File: src/rtl/frame_bank_sched.sv
// Ping-pong frame cache scheduler: tracks which of two banks hold a complete frame,
// hands full banks to the cell fetcher, and counts cells out until the frame is consumed.
module frame_bank_sched #(
    parameter int CELL_NUM = 1200
) (
    input  logic        clk,
    input  logic        rst,
    input  logic        enable_i,
    input  logic        wr_frame_done_i,
    output logic        wr_bank_o,
    output logic        wr_bank_rdy_o,
    output logic        rd_bank_o,
    output logic        cell_fetch_start_o,
    input  logic        fwd_hs_i,
    output logic        frame_done_o,
    output logic        busy_o,
    output logic [15:0] frame_cnt_o,
    output logic        drop_err_o,
    output logic [1:0]  state_dbg_o
);

    localparam int CNT_W = (CELL_NUM > 1) ? $clog2(CELL_NUM) : 1;
    localparam logic [CNT_W-1:0] CNT_LAST = CNT_W'(CELL_NUM - 1);

    typedef enum logic [1:0] {
        IDLE  = 2'd0,
        START = 2'd1,
        FETCH = 2'd2,
        DONE  = 2'd3
    } state_t;

    state_t           state, state_n;
    logic [1:0]       full, full_n;
    logic             wr_bank, rd_bank;
    logic [CNT_W-1:0] cell_cnt, cell_cnt_n;
    logic [15:0]      frame_cnt;
    logic             drop_err;
    logic             start_pulse, done_pulse;
    logic             wr_accept, wr_drop;

    // Handshakes: wr_frame_done_i is accepted only when wr_bank_rdy_o is high in
    // the same cycle (otherwise it is dropped and flagged); fwd_hs_i is already the
    // valid&ready product and counts one cell only while the FSM is in FETCH.
    assign wr_accept = wr_frame_done_i & ~full[wr_bank];
    assign wr_drop   = wr_frame_done_i &  full[wr_bank];

    always_comb begin
        state_n     = state;
        cell_cnt_n  = cell_cnt;
        start_pulse = 1'b0;
        done_pulse  = 1'b0;
        case (state)
            IDLE: begin
                if (enable_i && full[rd_bank])
                    state_n = START;
            end
            START: begin
                start_pulse = 1'b1;
                cell_cnt_n  = '0;
                state_n     = FETCH;
            end
            FETCH: begin
                if (fwd_hs_i) begin
                    if (cell_cnt == CNT_LAST)
                        state_n = DONE;
                    else
                        cell_cnt_n = cell_cnt + CNT_W'(1);
                end
            end
            DONE: begin
                done_pulse = 1'b1;
                state_n    = IDLE;
            end
            default: state_n = IDLE;
        endcase
    end

    // Writer set and reader release never collide: the writer can only fill an empty bank.
    always_comb begin
        full_n = full;
        if (wr_accept)
            full_n[wr_bank] = 1'b1;
        if (done_pulse)
            full_n[rd_bank] = 1'b0;
    end

    always_ff @(posedge clk) begin
        if (rst) begin
            state     <= IDLE;
            full      <= 2'b00;
            wr_bank   <= 1'b0;
            rd_bank   <= 1'b0;
            cell_cnt  <= '0;
            frame_cnt <= 16'd0;
            drop_err  <= 1'b0;
        end else begin
            state    <= state_n;
            full     <= full_n;
            cell_cnt <= cell_cnt_n;
            if (wr_accept)
                wr_bank <= ~wr_bank;
            if (done_pulse) begin
                rd_bank   <= ~rd_bank;
                frame_cnt <= frame_cnt + 16'd1;
            end
            if (wr_drop)
                drop_err <= 1'b1;
        end
    end

    // Outputs are forced to their reset values while rst is held, even before the first edge.
    assign wr_bank_o          = wr_bank;
    assign rd_bank_o          = rd_bank;
    assign wr_bank_rdy_o      = rst | ~full[wr_bank];
    assign cell_fetch_start_o = start_pulse & ~rst;
    assign frame_done_o       = done_pulse & ~rst;
    assign busy_o             = (state != IDLE) & ~rst;
    assign frame_cnt_o        = frame_cnt;
    assign drop_err_o         = drop_err;
    assign state_dbg_o        = state;

endmodule
File: config.mk
export PLATFORM = sky130hd
export DESIGN_NAME = frame_bank_sched
export DESIGN_NICKNAME = d
export VERILOG_FILES = /design/src/rtl/frame_bank_sched.sv
export SDC_FILE = /design/constraint.sdc
export NUM_CORES = 1
export LEC_CHECK = 0
export CAP_MARGIN = 0
export CORE_ASPECT_RATIO = 1.5
export CORE_UTILIZATION = 52
export CTS_CLUSTER_DIAMETER = 100
export DETAILED_ROUTE_END_ITERATION = 10
export PLACE_DENSITY_LB_ADDON = 0.05
export SLEW_MARGIN = 20
export SYNTH_ARGS = -nofsm -noshare
export SYNTH_HDL_FRONTEND = slang
export SYNTH_SLANG_ARGS = --single-unit
File: constraint.sdc
create_clock -name clk -period 2.2 [get_ports clk]
set_clock_uncertainty 0.1 [all_clocks]
set_input_delay 0.44 -clock clk [delete_from_list [all_inputs] [get_ports clk]]
set_output_delay 0.44 -clock clk [all_outputs]
set_load 0.01 [all_outputs]
# ---- After elaboration in Yosys (flattened, before gate mapping)
# Cells that the tools add are included.
dict set report classes {
  n_addsub 2
  order_cmp 4
  n_mux 19
  n_reduce_logical 8
  n_bitwise 13
  eq_ne 8
}
# operator n
set ops {}
lappend ops {{2-to-1 mux 11 bit} 2}
lappend ops {{one-hot mux 11 bit (2 select lines)} 1}
lappend ops {{adder 16 x 1 -> 16 bit (second input constant)} 1}
lappend ops {{adder 11 x 1 -> 11 bit (second input constant)} 1}
lappend ops {{== test 11 bit (second input constant)} 1}
lappend ops {{2-to-1 mux 2 bit} 5}
lappend ops {{2-to-1 mux 1 bit} 8}
lappend ops {{inequality test 2 bit (second input constant)} 4}
lappend ops {{one-hot mux 2 bit (4 select lines)} 1}
lappend ops {{AND reduction 3 bit} 2}
lappend ops {{AND 1 bit} 5}
lappend ops {{== test 2 bit (second input constant)} 2}
lappend ops {{less-than comparator 1 x 2 -> 1 bit (second input constant)} 2}
lappend ops {{NOT 1 bit} 4}
lappend ops {{nonzero test 2 bit} 2}
lappend ops {{logical AND 1 bit} 3}
lappend ops {{AND 2 bit} 1}
lappend ops {{demux 1 bit (select 1 bit)} 2}
lappend ops {{== test 2 x 1 -> 1 bit (second input constant)} 1}
lappend ops {{>= comparator 1 bit (second input constant)} 2}
lappend ops {{logical NOT 2 bit} 1}
lappend ops {{NOT 2 bit} 1}
lappend ops {{bitwise OR 2 bit} 1}
lappend ops {{bitwise OR 1 bit} 1}
dict set report word_totals {
  inputBits 5
  ff_bits 34
}

# ---- Longest topological paths before layout
dict set report depth {
  ltp_word 8
  mapped_depth 8
  depth_no_buf 6
}

# ---- Least setup slack after synthesis
# No wires, ideal clock.
dict set report synth_timing {
  kind {register -> register}
  startpoint {reg state[0], in the netlist state_dbg_o[0]}
  endpoint {reg cell_cnt[7]}
  stages_incl_launch_ff 9
  period_less_slack_ns 1.799
  t_required_ns 2.012
  setup_slack_ns 0.401
  t_arrival_ns 1.611
  setup_ns 0.088
  path_cell_list {dfxtp_1 > inv_1 > ha_1 > buf_2 > nand2_1 > a31oi_4 > or2_0 > buf_6 > a311oi_2}
}
dict set report synth_between {
  elab_chain_cells 3
  elab_cells_between_ends 7
}
# item line
set synth_rtl {}
lappend synth_rtl {{from (decl)} 32} ;# state_t state, state_n;
lappend synth_rtl {{from (signal assigned)} 97} ;# state <= state_n;
lappend synth_rtl {{== test 2 bit / == test 2 x 1 -> 1 bit (equally long branches)} 52} ;# case (state)
lappend synth_rtl {{inequality test 2 bit (no line) / nonzero test 2 bit (equally long branches)} --}
lappend synth_rtl {{AND reduction 3 bit (no line)} --}
lappend synth_rtl {{to (signal assigned)} 99} ;# cell_cnt <= cell_cnt_n;
lappend synth_rtl {{to (decl)} 35} ;# logic [CNT_W-1:0] cell_cnt, cell_cnt_n;
# Several ways; a longest one is shown, not always the timed one.
# A chain may end at the register's enable or synchronous reset.

# ---- Worst setup path in the final report
dict set report layout_timing {
  startpoint {in rst}
  endpoint {out wr_bank_rdy_o}
}
dict set report layout_between {
  elab_chain_cells 1
}
# item line
set layout_rtl {}
lappend layout_rtl {{from (decl)} 7} ;# input logic rst,
lappend layout_rtl {{bitwise OR 1 bit} 114} ;# assign wr_bank_rdy_o = rst | ~full[wr_bank];
lappend layout_rtl {{to (decl)} 11} ;# output logic wr_bank_rdy_o,
# Every way passes these cells.

==> qor.json <==
{
  "outcome": "completed",
  "cellLeakagePower_nw": 0.770,
  "hold_fails_final_rpt": 0,
  "die_width_um": 50.0,
  "hold_path_startpoint": "frame_cnt_o[15]",
  "port_bufs": 29,
  "floorplan.die_area_um2": 3690,
  "track_usage_pct": 23.1,
  "antenna_cells_inserted": 0,
  "cts_tree": "built",
  "most_used_routing_layer_in_global_routing": "met2",
  "synth_top_cell_area_share_pct": 37.9,
  "critical_path_class": "in2out",
  "clk-insertion-delay-late_ps": 280,
  "chipHeight_um": 73.9,
  "synth_top_flop_cell": "sky130_fd_sc_hd__dfxtp_1",
  "finalSetupViolCount": 0,
  "detailed_routing_iteration_count_for_the_pre_antenna_repair_pass": 4,
  "cap_violations": 0,
  "synth-seq-cells": 34,
  "synth.distinct_cells": 48,
  "route.detailed.vias_per_inst": 5.72,
  "finalCritPeriodShare_pct": 92.9,
  "clock-sinks": 34,
  "initialDrtViolationCount": 21,
  "critical_path_peak_fanout": 3,
  "cts_resized": 5,
  "regToRegStartpoint": "state_dbg_o[0]",
  "globalRouteMet2Util_pct": 44.0,
  "routed-via-count": 1579,
  "maximum_number_of_pins_on_one_net_before_global_route_repair": 28,
  "synth.cell_area_um2": 1790,
  "synth_top_cells_by_area": "sky130_fd_sc_hd__dfxtp_1 (38%), sky130_fd_sc_hd__a311oi_2 (5.0%), sky130_fd_sc_hd__ha_1 (4.9%), sky130_fd_sc_hd__nor2_1 (4.2%), sky130_fd_sc_hd__xor2_1 (2.9%)",
  "sequential_share_of_the_synthesized_area_pct": 37.9,
  "synth-edff-count": 0,
  "end_kind": "output port",
  "grtUsageMet1_pct": 22.5,
  "worst_setup_hold_path_clk_slew_ps": 60,
  "finalWorstPathRequiredPeriod_ps": 2040,
  "power.ir.vdd_worst_v": 0.000674,
  "design_area_um2": 2260,
  "cts.repair_timing.setup_buffer_count": 0,
  "routabilityCongestion": 0.874,
  "dpl_cell_area_um2": 2150,
  "starting_density_of_the_core_pct": 55.7,
  "power.density_nw_per_um2": 742,
  "cp-start-kind": "primary input",
  "final-max-slew-violation-count": 0,
  "routed_wirelength_um": 4090,
  "cts-root-to-sink-buffers": 2,
  "numCtsBuffers": 5,
  "timing.fmax_mhz": 489,
  "cts.htree.levels": 2,
  "place.detailed.hpwl_um": 3100,
  "synth.yosys.warnings": 0,
  "fp-row-count": 25,
  "grt-ovfl-total": 0,
  "grt_first_pass_wirelength_um": 6470,
  "yosysTopAreaCell": "sky130_fd_sc_hd__dfxtp_1",
  "post-layout-total-power_mw": 1.68,
  "worst_setup_path_startpoint": "rst",
  "synthesis.area_per_instance_um2": 9.06,
  "area_growth_from_synthesis_to_layout_pct": 26.1,
  "max_slew_margin_pct": 75.4,
  "pin_count": 30,
  "r2r_slack_ps": 250,
  "ctsRootBufferMaster": "sky130_fd_sc_hd__clkbuf_8",
  "hold_removal_path_class": "reg2reg",
  "synth_common_cells": "sky130_fd_sc_hd__dfxtp_1 (34), sky130_fd_sc_hd__nor2_1 (20), sky130_fd_sc_hd__nand2_1 (13)",
  "grt_antenna_before_repair": 0,
  "grt_pass1_vias": 1531,
  "data_arrival_time_at_the_worst_slack_endpoint_ps": 1500,
  "floorplan.core_area_um2": 3220,
  "fin_nets": 247,
  "avgRoutedWirePerCell_um": 14.8,
  "cts-hold-fix-buffers": 0,
  "postSynthCellCount": 198,
  "grt_setup_unrepaired": "no",
  "grt_use_met3_pct": 4.09,
  "synthesis.nets": 210,
  "drtAntennaViolNets": 0,
  "final_layout_size_suffix_gt1_share_pct": 16.5,
  "critPathRequiredTime_ps": 1660,
  "drc": 0,
  "yosys.cell_count.top_type": "sky130_fd_sc_hd__dfxtp_1",
  "ys_async_sr_fraction_pct": 0,
  "timing_worst_slew_pin_value_ps": 364
}
-- cells in the final DEF, fill, tap and decap left out, types with 5 or more instances in the layout --
| master | instances |
|---|---|
| sky130_fd_sc_hd__nor2_1 | 20 |
| sky130_fd_sc_hd__xor2_1 | 6 |
| sky130_fd_sc_hd__dfxtp_1 | 34 |
| sky130_fd_sc_hd__nand4_1 | 8 |
| sky130_fd_sc_hd__o21ai_0 | 6 |
| sky130_fd_sc_hd__a21oi_1 | 10 |
| sky130_fd_sc_hd__nand3_1 | 8 |
| sky130_fd_sc_hd__clkdlybuf4s50_1 | 25 |
| sky130_fd_sc_hd__inv_1 | 8 |
| sky130_fd_sc_hd__a311oi_2 | 6 |
| sky130_fd_sc_hd__clkbuf_8 | 8 |
| sky130_fd_sc_hd__a31oi_1 | 5 |
| sky130_fd_sc_hd__buf_4 | 10 |
| sky130_fd_sc_hd__nand2_1 | 13 |
| sky130_fd_sc_hd__ha_1 | 6 |
| sky130_fd_sc_hd__nor3_1 | 5 |
-- worst max-delay path: stages --
cell and delay, ps:
sky130_fd_sc_hd__clkdlybuf4s50_1 450, sky130_fd_sc_hd__or2_2 330, sky130_fd_sc_hd__dlygate4sd2_1 290
-- state kept, by name, summed over array words and instances (netlist names) --
signal / count
rd_bank_o: 1
wr_bank_o: 1
state_dbg_o: 2
frame_cnt_o: 16
cell_cnt: 11
full: 2
drop_err_o: 1
-- final timing paths --
check / end / depth (start not counted)
worst min register to register: frame_cnt_o[15] / 2
worst min-delay path: frame_cnt_o[15] / 2
worst max-delay path: wr_bank_rdy_o / 3
worst max register to register: cell_cnt[8] / 6
-- cell type report --
cell class | instances | area [um^2]
tap | 40 | 50.0
sequential | 34 | 681
clock buffer | 8 | 110
timing repair buffer | 39 | 360
inverter | 8 | 30.0
multi-input combinational | 147 | 1030
fill | 262 | 960
-- power by group --
part	total (mW)	switching, mW	internal (mW)
combinational	0.455	0.241	0.214
sequential	0.684	0.0371	0.647
clock	0.540	0.224	0.316
-- through the flow --
step | setup TNS [ps] | std cells | hold slack (ps) | setup WS [ps] | util (%)
after floorplan | 0 | 198 | 361 | 401 | -
after global placement | -138 | 268 | 359 | -49.5 | 66.9
after detailed placement | -127 | 268 | 374 | -36.7 | 66.9
after CTS | 0 | 276 | 381 | 155 | 70.2
after global routing | 0 | 276 | 395 | 128 | 70.2
final | 0 | 276 | 380 | 157 | 70.2
-- routing by layer --
layer  part of all wire [%]  vias up  routed length (um)
li1                       -      788                   -
met1                     38      737                1540
met2                     56       37                2290
met3                    2.5       17                 104
met4                    3.7        0                 153
met5                      0        -                   0
-- kinds of logic (layout without fill, tap and decap cells) --
| logic type | after synthesis | after routing | synth area share, % |
|---|---|---|---|
| DFF | 34 | 34 | 37.9 |
| AOI/OAI and AO/OA | 42 | 42 | 18.8 |
| adders and majority gates | 7 | 7 | 4.88 |
| buffers and inverters | 17 | 55 | 4.74 |
| muxes | 6 | 6 | 3.56 |
| xor gates and xnor gates | 10 | 10 | 4.88 |
| and+or+nand+nor | 82 | 82 | 25.2 |
Power figures use the tool's default switching activity.
